$ cat config.mk
export PLATFORM = sky130hd
export DESIGN_NAME = glacier_spawn_scheduler_flat
export DESIGN_NICKNAME = d
export VERILOG_FILES = /design/src/rtl/glacier_pkg.sv /design/src/rtl/glacier_spawn_scheduler_if.sv /design/src/rtl/glacier_spawn_scheduler_vsync_edge_det.sv /design/src/rtl/glacier_spawn_scheduler.sv /design/src/flat_wrapper.sv
export SDC_FILE = /design/constraint.sdc
export NUM_CORES = 1
export LEC_CHECK = 0
export CAP_MARGIN = 20
export CORE_MARGIN = 1.5
export CORE_UTILIZATION = 53
export CTS_BUF_LIST = sky130_fd_sc_hd__clkbuf_4 sky130_fd_sc_hd__clkbuf_8 sky130_fd_sc_hd__clkbuf_16
export DETAILED_ROUTE_END_ITERATION = 16
export PLACE_DENSITY = 0.88
export SYNTH_ARGS = -nofsm -noshare
export SYNTH_HDL_FRONTEND = slang
export SYNTH_SLANG_ARGS = --single-unit
$ cat constraint.sdc
create_clock -name i_clk -period 4.29 [get_ports i_clk]
set_input_delay 1.0725 -clock i_clk [delete_from_list [all_inputs] [get_ports i_clk]]
set_output_delay 1.0725 -clock i_clk [all_outputs]
set_load 0.01 [all_outputs]
$ cat src/rtl/glacier_pkg.sv
// Shared types and constants for the glacier spawn scheduler.
// The LFSR constants are consumed only when GLACIER_SPAWN_LFSR_EN is defined.
package glacier_pkg;

  typedef enum logic [1:0] {
    IDLE,
    UPDATE,
    SPAWN,
    DONE
  } state_t;

  localparam logic [15:0] DEF_SPAWN_X = 16'd876;
  localparam logic [15:0] DEF_SPAWN_Y = 16'd96;
  localparam logic [15:0] DEF_Y_LIMIT = 16'd500;

  // Fibonacci taps 16,14,13,11 map to bits 15,13,12,10.
  localparam logic [15:0] LFSR_SEED = 16'hACE1;
  localparam logic [15:0] LFSR_TAPS = 16'hB400;

  function automatic logic [15:0] lfsr_next(input logic [15:0] s);
    return {s[14:0], ^(s & LFSR_TAPS)};
  endfunction

endpackage

$ cat src/rtl/glacier_spawn_scheduler_if.sv
// Frame-control inputs and per-slot sprite outputs of the glacier scheduler.
// The master side drives V-sync and enable; the slave is the scheduler.
interface glacier_spawn_scheduler_if #(
  parameter int NUM_SLOTS = 4
);
  logic                   i_v_sync;
  logic                   i_enable;
  logic [16*NUM_SLOTS-1:0] o_sprite_x;
  logic [16*NUM_SLOTS-1:0] o_sprite_y;
  logic [NUM_SLOTS-1:0]   o_active;
  logic                   o_busy;
  logic                   o_frame_done;
  logic                   o_spawn_drop;

  modport master (
    output i_v_sync, i_enable,
    input  o_sprite_x, o_sprite_y, o_active, o_busy, o_frame_done, o_spawn_drop
  );

  modport slave (
    input  i_v_sync, i_enable,
    output o_sprite_x, o_sprite_y, o_active, o_busy, o_frame_done, o_spawn_drop
  );
endinterface

$ cat src/rtl/glacier_spawn_scheduler_vsync_edge_det.sv
// V-sync rising-edge detector. The delay register resets to 1 so a V-sync
// already high when reset releases is not mistaken for a new frame.
module vsync_edge_det (
  input  logic i_clk,
  input  logic i_rst,
  input  logic i_sig,
  output logic o_edge
);
  logic r_d;

  always_ff @(posedge i_clk) begin
    if (i_rst) r_d <= 1'b1;
    else       r_d <= i_sig;
  end

  assign o_edge = i_sig & ~r_d;
endmodule

$ cat src/rtl/glacier_spawn_scheduler.sv
// Per-frame glacier sprite scheduler: walks all slots once per V-sync, then spawns.
// Optional macro GLACIER_SPAWN_LFSR_EN adds a pseudo-random 0..255 offset to spawn X.
module glacier_spawn_scheduler
  import glacier_pkg::*;
#(
  parameter int          NUM_SLOTS    = 4,
  parameter int          SPAWN_PERIOD = 90,
  parameter logic [15:0] STEP         = 16'd1,
  parameter logic [15:0] Y_LIMIT      = DEF_Y_LIMIT,
  parameter logic [15:0] SPAWN_X      = DEF_SPAWN_X,
  parameter logic [15:0] SPAWN_Y      = DEF_SPAWN_Y
) (
  input logic i_clk,
  input logic i_rst,
  glacier_spawn_scheduler_if.slave bus
);

  localparam logic [15:0] CNT_RELOAD = 16'(SPAWN_PERIOD - 1);
  localparam logic [3:0]  LAST_IDX   = 4'(NUM_SLOTS - 1);

  state_t               r_state;
  state_t               w_next_state;
  logic [3:0]           r_idx;
  logic [15:0]          r_cnt;
  logic [NUM_SLOTS-1:0] r_active;
  logic [15:0]          r_x [NUM_SLOTS];
  logic [15:0]          r_y [NUM_SLOTS];
  logic                 w_edge;
  logic                 w_free_found;
  logic [3:0]           w_free_idx;
  logic                 w_spawn_due;
  logic [15:0]          w_spawn_x;

  vsync_edge_det u_vsync (
    .i_clk  (i_clk),
    .i_rst  (i_rst),
    .i_sig  (bus.i_v_sync),
    .o_edge (w_edge)
  );

`ifdef GLACIER_SPAWN_LFSR_EN
  logic [15:0] r_lfsr;

  always_ff @(posedge i_clk) begin
    if (i_rst)                r_lfsr <= LFSR_SEED;
    else if (r_state == DONE) r_lfsr <= lfsr_next(r_lfsr);
  end

  assign w_spawn_x = SPAWN_X + {8'h00, r_lfsr[7:0]};
`else
  assign w_spawn_x = SPAWN_X;
`endif

  always_ff @(posedge i_clk) begin
    if (i_rst) r_state <= IDLE;
    else       r_state <= w_next_state;
  end

  always_comb begin
    w_next_state = r_state;
    case (r_state)
      IDLE:    if (w_edge && bus.i_enable) w_next_state = UPDATE;
      UPDATE:  if (r_idx == LAST_IDX)      w_next_state = SPAWN;
      SPAWN:   w_next_state = DONE;
      DONE:    w_next_state = IDLE;
      default: w_next_state = IDLE;
    endcase
  end

  // Scanning downwards leaves the lowest-index free slot selected.
  always_comb begin
    w_free_found = 1'b0;
    w_free_idx   = '0;
    for (int k = NUM_SLOTS - 1; k >= 0; k--) begin
      if (!r_active[k]) begin
        w_free_found = 1'b1;
        w_free_idx   = 4'(k);
      end
    end
  end

  assign w_spawn_due = (r_state == SPAWN) && (r_cnt == '0);

  always_ff @(posedge i_clk) begin
    if (i_rst) begin
      r_idx    <= '0;
      r_cnt    <= CNT_RELOAD;
      r_active <= '0;
      for (int k = 0; k < NUM_SLOTS; k++) begin
        r_x[k] <= '0;
        r_y[k] <= '0;
      end
    end else begin
      case (r_state)
        UPDATE: begin
          for (int k = 0; k < NUM_SLOTS; k++) begin
            if (r_idx == 4'(k) && r_active[k]) begin
              if (r_y[k] > Y_LIMIT) begin
                r_active[k] <= 1'b0;
              end else begin
                r_x[k] <= r_x[k] + STEP;
                r_y[k] <= r_y[k] + STEP;
              end
            end
          end
          r_idx <= r_idx + 4'd1;
        end
        SPAWN: begin
          r_idx <= '0;
          if (w_spawn_due) begin
            r_cnt <= CNT_RELOAD;
            for (int k = 0; k < NUM_SLOTS; k++) begin
              if (w_free_found && w_free_idx == 4'(k)) begin
                r_active[k] <= 1'b1;
                r_x[k]      <= w_spawn_x;
                r_y[k]      <= SPAWN_Y;
              end
            end
          end else begin
            r_cnt <= r_cnt - 16'd1;
          end
        end
        default: r_idx <= '0;
      endcase
    end
  end

  always_comb begin
    for (int k = 0; k < NUM_SLOTS; k++) begin
      bus.o_sprite_x[16*k +: 16] = r_x[k];
      bus.o_sprite_y[16*k +: 16] = r_y[k];
    end
    bus.o_active     = r_active;
    bus.o_busy       = (r_state != IDLE);
    bus.o_frame_done = (r_state == DONE);
    bus.o_spawn_drop = w_spawn_due && !w_free_found;
  end

endmodule

$ cat src/flat_wrapper.sv
// flat-port wrapper written by rule: the top's interface ports become plain ports
module glacier_spawn_scheduler_flat import glacier_pkg::*;
#(
  parameter int          NUM_SLOTS    = 4,
  parameter int          SPAWN_PERIOD = 90,
  parameter logic [15:0] STEP         = 16'd1,
  parameter logic [15:0] Y_LIMIT      = DEF_Y_LIMIT,
  parameter logic [15:0] SPAWN_X      = DEF_SPAWN_X,
  parameter logic [15:0] SPAWN_Y      = DEF_SPAWN_Y
)
  (i_clk, i_rst, bus_i_v_sync, bus_i_enable, bus_o_sprite_x, bus_o_sprite_y, bus_o_active, bus_o_busy, bus_o_frame_done, bus_o_spawn_drop);
  glacier_spawn_scheduler_if #(.NUM_SLOTS(NUM_SLOTS)) bus_i ();
  input logic i_clk;
  input logic i_rst;
  input wire logic [$bits(bus_i.i_v_sync)-1:0] bus_i_v_sync;
  input wire logic [$bits(bus_i.i_enable)-1:0] bus_i_enable;
  output wire logic [$bits(bus_i.o_sprite_x)-1:0] bus_o_sprite_x;
  output wire logic [$bits(bus_i.o_sprite_y)-1:0] bus_o_sprite_y;
  output wire logic [$bits(bus_i.o_active)-1:0] bus_o_active;
  output wire logic [$bits(bus_i.o_busy)-1:0] bus_o_busy;
  output wire logic [$bits(bus_i.o_frame_done)-1:0] bus_o_frame_done;
  output wire logic [$bits(bus_i.o_spawn_drop)-1:0] bus_o_spawn_drop;
  assign bus_i.i_v_sync = bus_i_v_sync;
  assign bus_i.i_enable = bus_i_enable;
  assign bus_o_sprite_x = bus_i.o_sprite_x;
  assign bus_o_sprite_y = bus_i.o_sprite_y;
  assign bus_o_active = bus_i.o_active;
  assign bus_o_busy = bus_i.o_busy;
  assign bus_o_frame_done = bus_i.o_frame_done;
  assign bus_o_spawn_drop = bus_i.o_spawn_drop;
  glacier_spawn_scheduler #(.NUM_SLOTS(NUM_SLOTS), .SPAWN_PERIOD(SPAWN_PERIOD), .STEP(STEP), .Y_LIMIT(Y_LIMIT), .SPAWN_X(SPAWN_X), .SPAWN_Y(SPAWN_Y)) u_core (.i_clk(i_clk), .i_rst(i_rst), .bus(bus_i));
endmodule
[Word level (Yosys, flattened, before mapping)]
Memory sizes are Yosys's and may differ from the RTL's.
Index checks and enable logic that the tools add are counted.
Word-level totals
  register bits: 27
  memory bits (writable): 128
  output and inout port bits: 135
  logic and storage cells: 175
  memories: 2
Cells by class
  add/sub/neg operators: 10
  order comparisons: 4
  equal/unequal tests: 24
  muxes and demuxes: 84
  bitwise operators: 19
  reduce and logical (&&, ||, !) cells: 24
Memories
  u_core.r_x: words 4, width 16, read ports 4, clocked after memory_dff 0, write ports 4, line glacier_spawn_scheduler.sv:26  | logic [15:0] r_x [NUM_SLOTS];
  u_core.r_y: words 4, width 16, read ports 4, clocked after memory_dff 0, write ports 4, line glacier_spawn_scheduler.sv:27  | logic [15:0] r_y [NUM_SLOTS];
Operator list (number)
  two-way mux 16 bit: 17
  adder 16 x 1 -> 16 bit (second input constant): 8
  greater-than comparator 16 x 9 -> 1 bit (second input constant): 4
  two-way mux 1 bit: 58
  inequality test 2 x 1 -> 1 bit (second input constant): 11
  AND reduction 5 bit: 4
  zero test 16 bit: 1
  OR 1 bit: 16
  subtractor 16 x 1 -> 16 bit (second input constant): 1
  two-way mux 2 bit: 6
  logical AND 1 bit: 11
  equality test 2 bit (second input constant): 4
  equality test 4 x 2 -> 1 bit (second input constant): 2
  zero test 4 bit: 2
  inequality test 2 bit (second input constant): 4
  one-hot mux 2 bit (4 select lines): 1
  one-hot mux 4 bit (2 select lines): 1
  adder 4 x 1 -> 4 bit (second input constant): 1
  equality test 2 x 1 -> 1 bit (second input constant): 2
  equality test 4 x 1 -> 1 bit (second input constant): 1
  two-way mux 4 bit: 1
  nonzero test 2 bit: 2
  zero test 2 bit: 1
  NOT 1 bit: 2
  4 further kinds: 4

[Logic depth before layout (Yosys ltp)]
  depth after elaboration: 12
  mapped depth: 10
  mapped depth without buffers: 7

[Cells and area by module]
Synthesis repeated with hierarchy kept, for this count alone.
Second synthesis, totals
  cells, all modules: 777
  area, all modules: 7753.7 µm²
By module, submodules not included
  glacier_spawn_scheduler: instances 1, cells each 774, area an instance 7721.2 µm², seq. area each 3723.6 µm²
  vsync_edge_det: instances 1, cells each 3, area an instance 32.5 µm², seq. area each 20.0 µm²

[Worst setup path after synthesis]
No wires, ideal clock.
  path kind: register -> register
  from: reg u_core.r_cnt[0]
  to: mem u_core.r_x[1][0] (enable)
  library setup time: 0.389 ns
  arrival: 2.937 ns
  required time: 3.901 ns
  path slack: 0.963 ns
  cell stages (with the launch flop): 9
  clock period less this slack: 3.327 ns
  cell sequence: dfxtp_1 > inv_1 > ha_1 > or4b_2 > nor4b_2 > nand2_1 > or3_1 > clkbuf_1 > nand2_1
RTL lines
  start: declaration: line glacier_spawn_scheduler.sv:24  | logic [15:0] r_cnt;
  start signal: assignment: line glacier_spawn_scheduler.sv:120  | r_cnt <= r_cnt - 16'd1;
  end: declaration: line glacier_spawn_scheduler.sv:26

[Worst setup path after layout]
  from: reg u_core.r_cnt[0]
  to: out bus_o_spawn_drop
Between the ends
  cells in the longest elaborated chain, start to end: 3
RTL lines
  zero test 16 bit: line glacier_spawn_scheduler.sv:82  | assign w_spawn_due = (r_state == SPAWN) && (r_cnt == '0);
  logical AND 1 bit: line glacier_spawn_scheduler.sv:82
  logical AND 1 bit: line glacier_spawn_scheduler.sv:136  | bus.o_spawn_drop = w_spawn_due && !w_free_found;
  end: declaration: line flat_wrapper.sv:22  | output wire logic [$bits(bus_i.o_spawn_drop)-1:0] bus_o_spawn_drop;
No other way between the ends.

==> reports/qor.yml <==
synthesis:
  synth_top_area_cell: "edfxtp_1"
  synthCells: 802
  yosys.cell_types.count: 54
  yosysSeqAreaShare: 0.488
  syn_area_per_cell_um2: 9.57
  ys_top_cells_by_area: "edfxtp_1, dfxtp_1, xnor2_1"
  synth_top_area_frac: 0.250
  synth_warnings: 0
  synthFlopType: "dfxtp_1"
  synth_seq_cells: 155
  async_reset_ff_frac: 0
  syn_area_um2: 7680
  synth-edff-count: 64
cts:
  ctsLongestPathBuffers: 2
  clkSlewWorstSetupHoldPaths_ns: 0.06
  cts-root-buf: "clkbuf_16"
  ctsResizeCount: 0
  clock_latency_ns: 0.43
  htree_levels: 4
  cts_tree: "yes"
  holdBufCountCts: 0
  numCtsBuffers: 17
  clock_sinks: 155
  cts_setup_buffers: 0
grt:
  antenna_found_initial: 0
  grt_max_degree: 33
  grt_use_total: 0.247
  grt_overflow: 0
  grt_first_pass_wirelength_um: 29800
  grt_pass1_vias: 6148
place:
  hpwl_um: 12500
  port_buffers: 138
  dp_slack_ns: 0.866
  place_area_um2: 9270
  place_congestion: 0.853
cells_and_area:
  antennaDiodeCount: 0
  layout-drive-gt1-share: 0.0573
  final_common_cell: "clkdlybuf4s50_1"
  final_cell_mix: "clkdlybuf4s50_1, dfxtp_1, nor2_1, edfxtp_1, nand2_1"
  final_nets: 974
  area_growth_syn_to_layout_pct: 29.2
  final_area_um2: 9920
setup_path:
  crit_fanout: 4
  crit_path_max_incr_delay_ns: 0.63
  cp.arrival_ns: 2.54
  endpoint_kind: "output pin"
  crit_buf_inv: 2
  worstPathRequired_ns: 3.22
  cp_cell_sequence: "inv_1 > ha_1 > or4b_2 > nor2_1 > and4b_1 > clkdlybuf4s50_1"
  reg2reg_slack_ns: 1.14
  worstReg2RegStart: "u_core.r_cnt[0]"
  critPathKind: "reg2out"
  startpoint: "u_core.r_cnt[0]"
  start_kind: "register"
  critPathTopFamily: "simple AND/OR/NAND/NOR gates"
  cpMaxStageDelayCell: "or4b_2"
sta:
  final_hold_viol_count: 0
  setup_slack_ns: 0.675
  maxSlewViolCount: 0
  finalCritPeriodShare: 0.843
  rsz0062_at_grt: "false"
  min_period_ns: 3.62
  slew_headroom: 0.441
  setup_viol: 0
  worst_pin_slew_ns: 0.838
  finClkSkew_ns: 0.00763
  timing.hold.ws_ns: 0.476
  timing.fmax_ghz: 0.277
  tns_ns: 0
pwr:
  switchingPower_w: 0.000833
  power_leakage_nw: 3.35
  comb_power_share: 0.096
  peakVddDrop_v: 0.000249
  power.density_nw_per_um2: 356
  clkPwrFrac: 0.446
  swShare: 0.236
  seqPwrFrac: 0.458
  intPower_w: 0.00270
outcome:
  status: "finished clean"
drt:
  wl_met3_um: 1140
  wl_per_cell_um: 16.3
  drt_iter0_drc: 548
  wl_met2_um: 8920
  drc_errors: 0
  wl_met1_um: 8100
  wirelength_um: 18600
  viasPerCell: 5.84
  antenna_left: 0
  drtPass1Iterations: 7
  routed.top_layer: "met4"
  vias: 6652
floorplanning:
  die_area_um2: 15200
  floorplan.die.height_um: 123
  die_width_um: 123
  initial_core_util: 0.549
  io_pins: 139
  rows: 43
  coreArea_um2: 14000
worst_hold_path:
  min-delay-start: "u_core.r_x[0][15]"
  hp-class: "reg2reg"
job:
  drv_cap: 0
-- cells by family after synthesis --
kind of cell               Yosys count  synth area share
AOI/OAI and AO/OA                  107            0.0838
xor gates and xnor gates            88             0.100
adders and majority gates           23            0.0375
buffers and inverters               56            0.0285
DFF                                155             0.488
muxes                                7           0.00913
other                                1          0.000488
and+or+nand+nor                    365             0.253
-- power groups by stage --
| stage | logic, W | registers [W] | clock network [W] |
|---|---|---|---|
| after detailed placement | 0.000332 | 0.00165 | 0 |
| after global placement | 0.000329 | 0.00165 | 0 |
| final | 0.000340 | 0.00162 | 0.00157 |
| after global routing | 0.000367 | 0.00162 | 0.00165 |
| after floorplan | 0.000193 | 0.00165 | 0 |
| after CTS | 0.000336 | 0.00162 | 0.00158 |
-- layout make-up --
type | count | area [um2]
clock buffers | 24 | 567
clock inverters | 8 | 71.3
fillers | 1031 | 4070
inverters | 26 | 97.6
multi-input cells | 597 | 3740
flip-flops and latches | 155 | 3740
well taps | 180 | 225
repair buffers | 150 | 1470
-- worst paths after layout --
path / cells past startpoint / to
worst max register to register: 9 / u_core.r_x[1][9]
worst min register to register: 2 / u_core.r_x[0][15]
worst min-delay path: 2 / u_core.r_x[0][15]
worst max-delay path: 6 / bus_o_spawn_drop
-- worst reg2reg max path, cell delays in order (launching register included) --
cell and delay (ns):
dfxtp_1 0.33, inv_1 0.08, ha_1 0.13, or4b_2 0.63
nor4b_2 0.24, buf_4 0.19, nand2_1 0.11, or3_1 0.57
nand2_1 0.13, buf_4 0.37
-- registers in the layout (all words and copies together), names as in the netlist --
name and count:
u_core.r_cnt 16, u_core.r_idx 4, u_core.r_state 2, u_core.r_x 64
u_core.bus.o_active 4, u_core.r_y 64, u_core.u_vsync.r_d 1
-- Yosys cell counts, drive strengths merged, types with 21 or more instances --
master  instances
a21oi          33
clkbuf         24
dfxtp          91
edfxtp         64
ha             23
inv            26
nand2          61
nand3          44
nand4          21
nor2           76
nor3           45
o21ai          30
xnor2          59
xor2           29
-- per-layer routing --
| layer | track usage | vias up |
|---|---|---|
| met3 | 0.0521 | 53 |
| met2 | 0.399 | 238 |
| met4 | 0.107 | 0 |
| li1 | - | 3189 |
| met5 | 0 | - |
| met1 | 0.320 | 3172 |
-- metrics by stage --
stage | instances | utilization | total power [W]
after floorplan | 808 | - | 0.00184
after global placement | 1107 | 0.663 | 0.00197
after detailed placement | 1107 | 0.663 | 0.00198
after CTS | 1139 | 0.708 | 0.00353
after global routing | 1140 | 0.709 | 0.00364
final | 1140 | 0.709 | 0.00353
No activity file was read; power rests on OpenSTA's default activity.
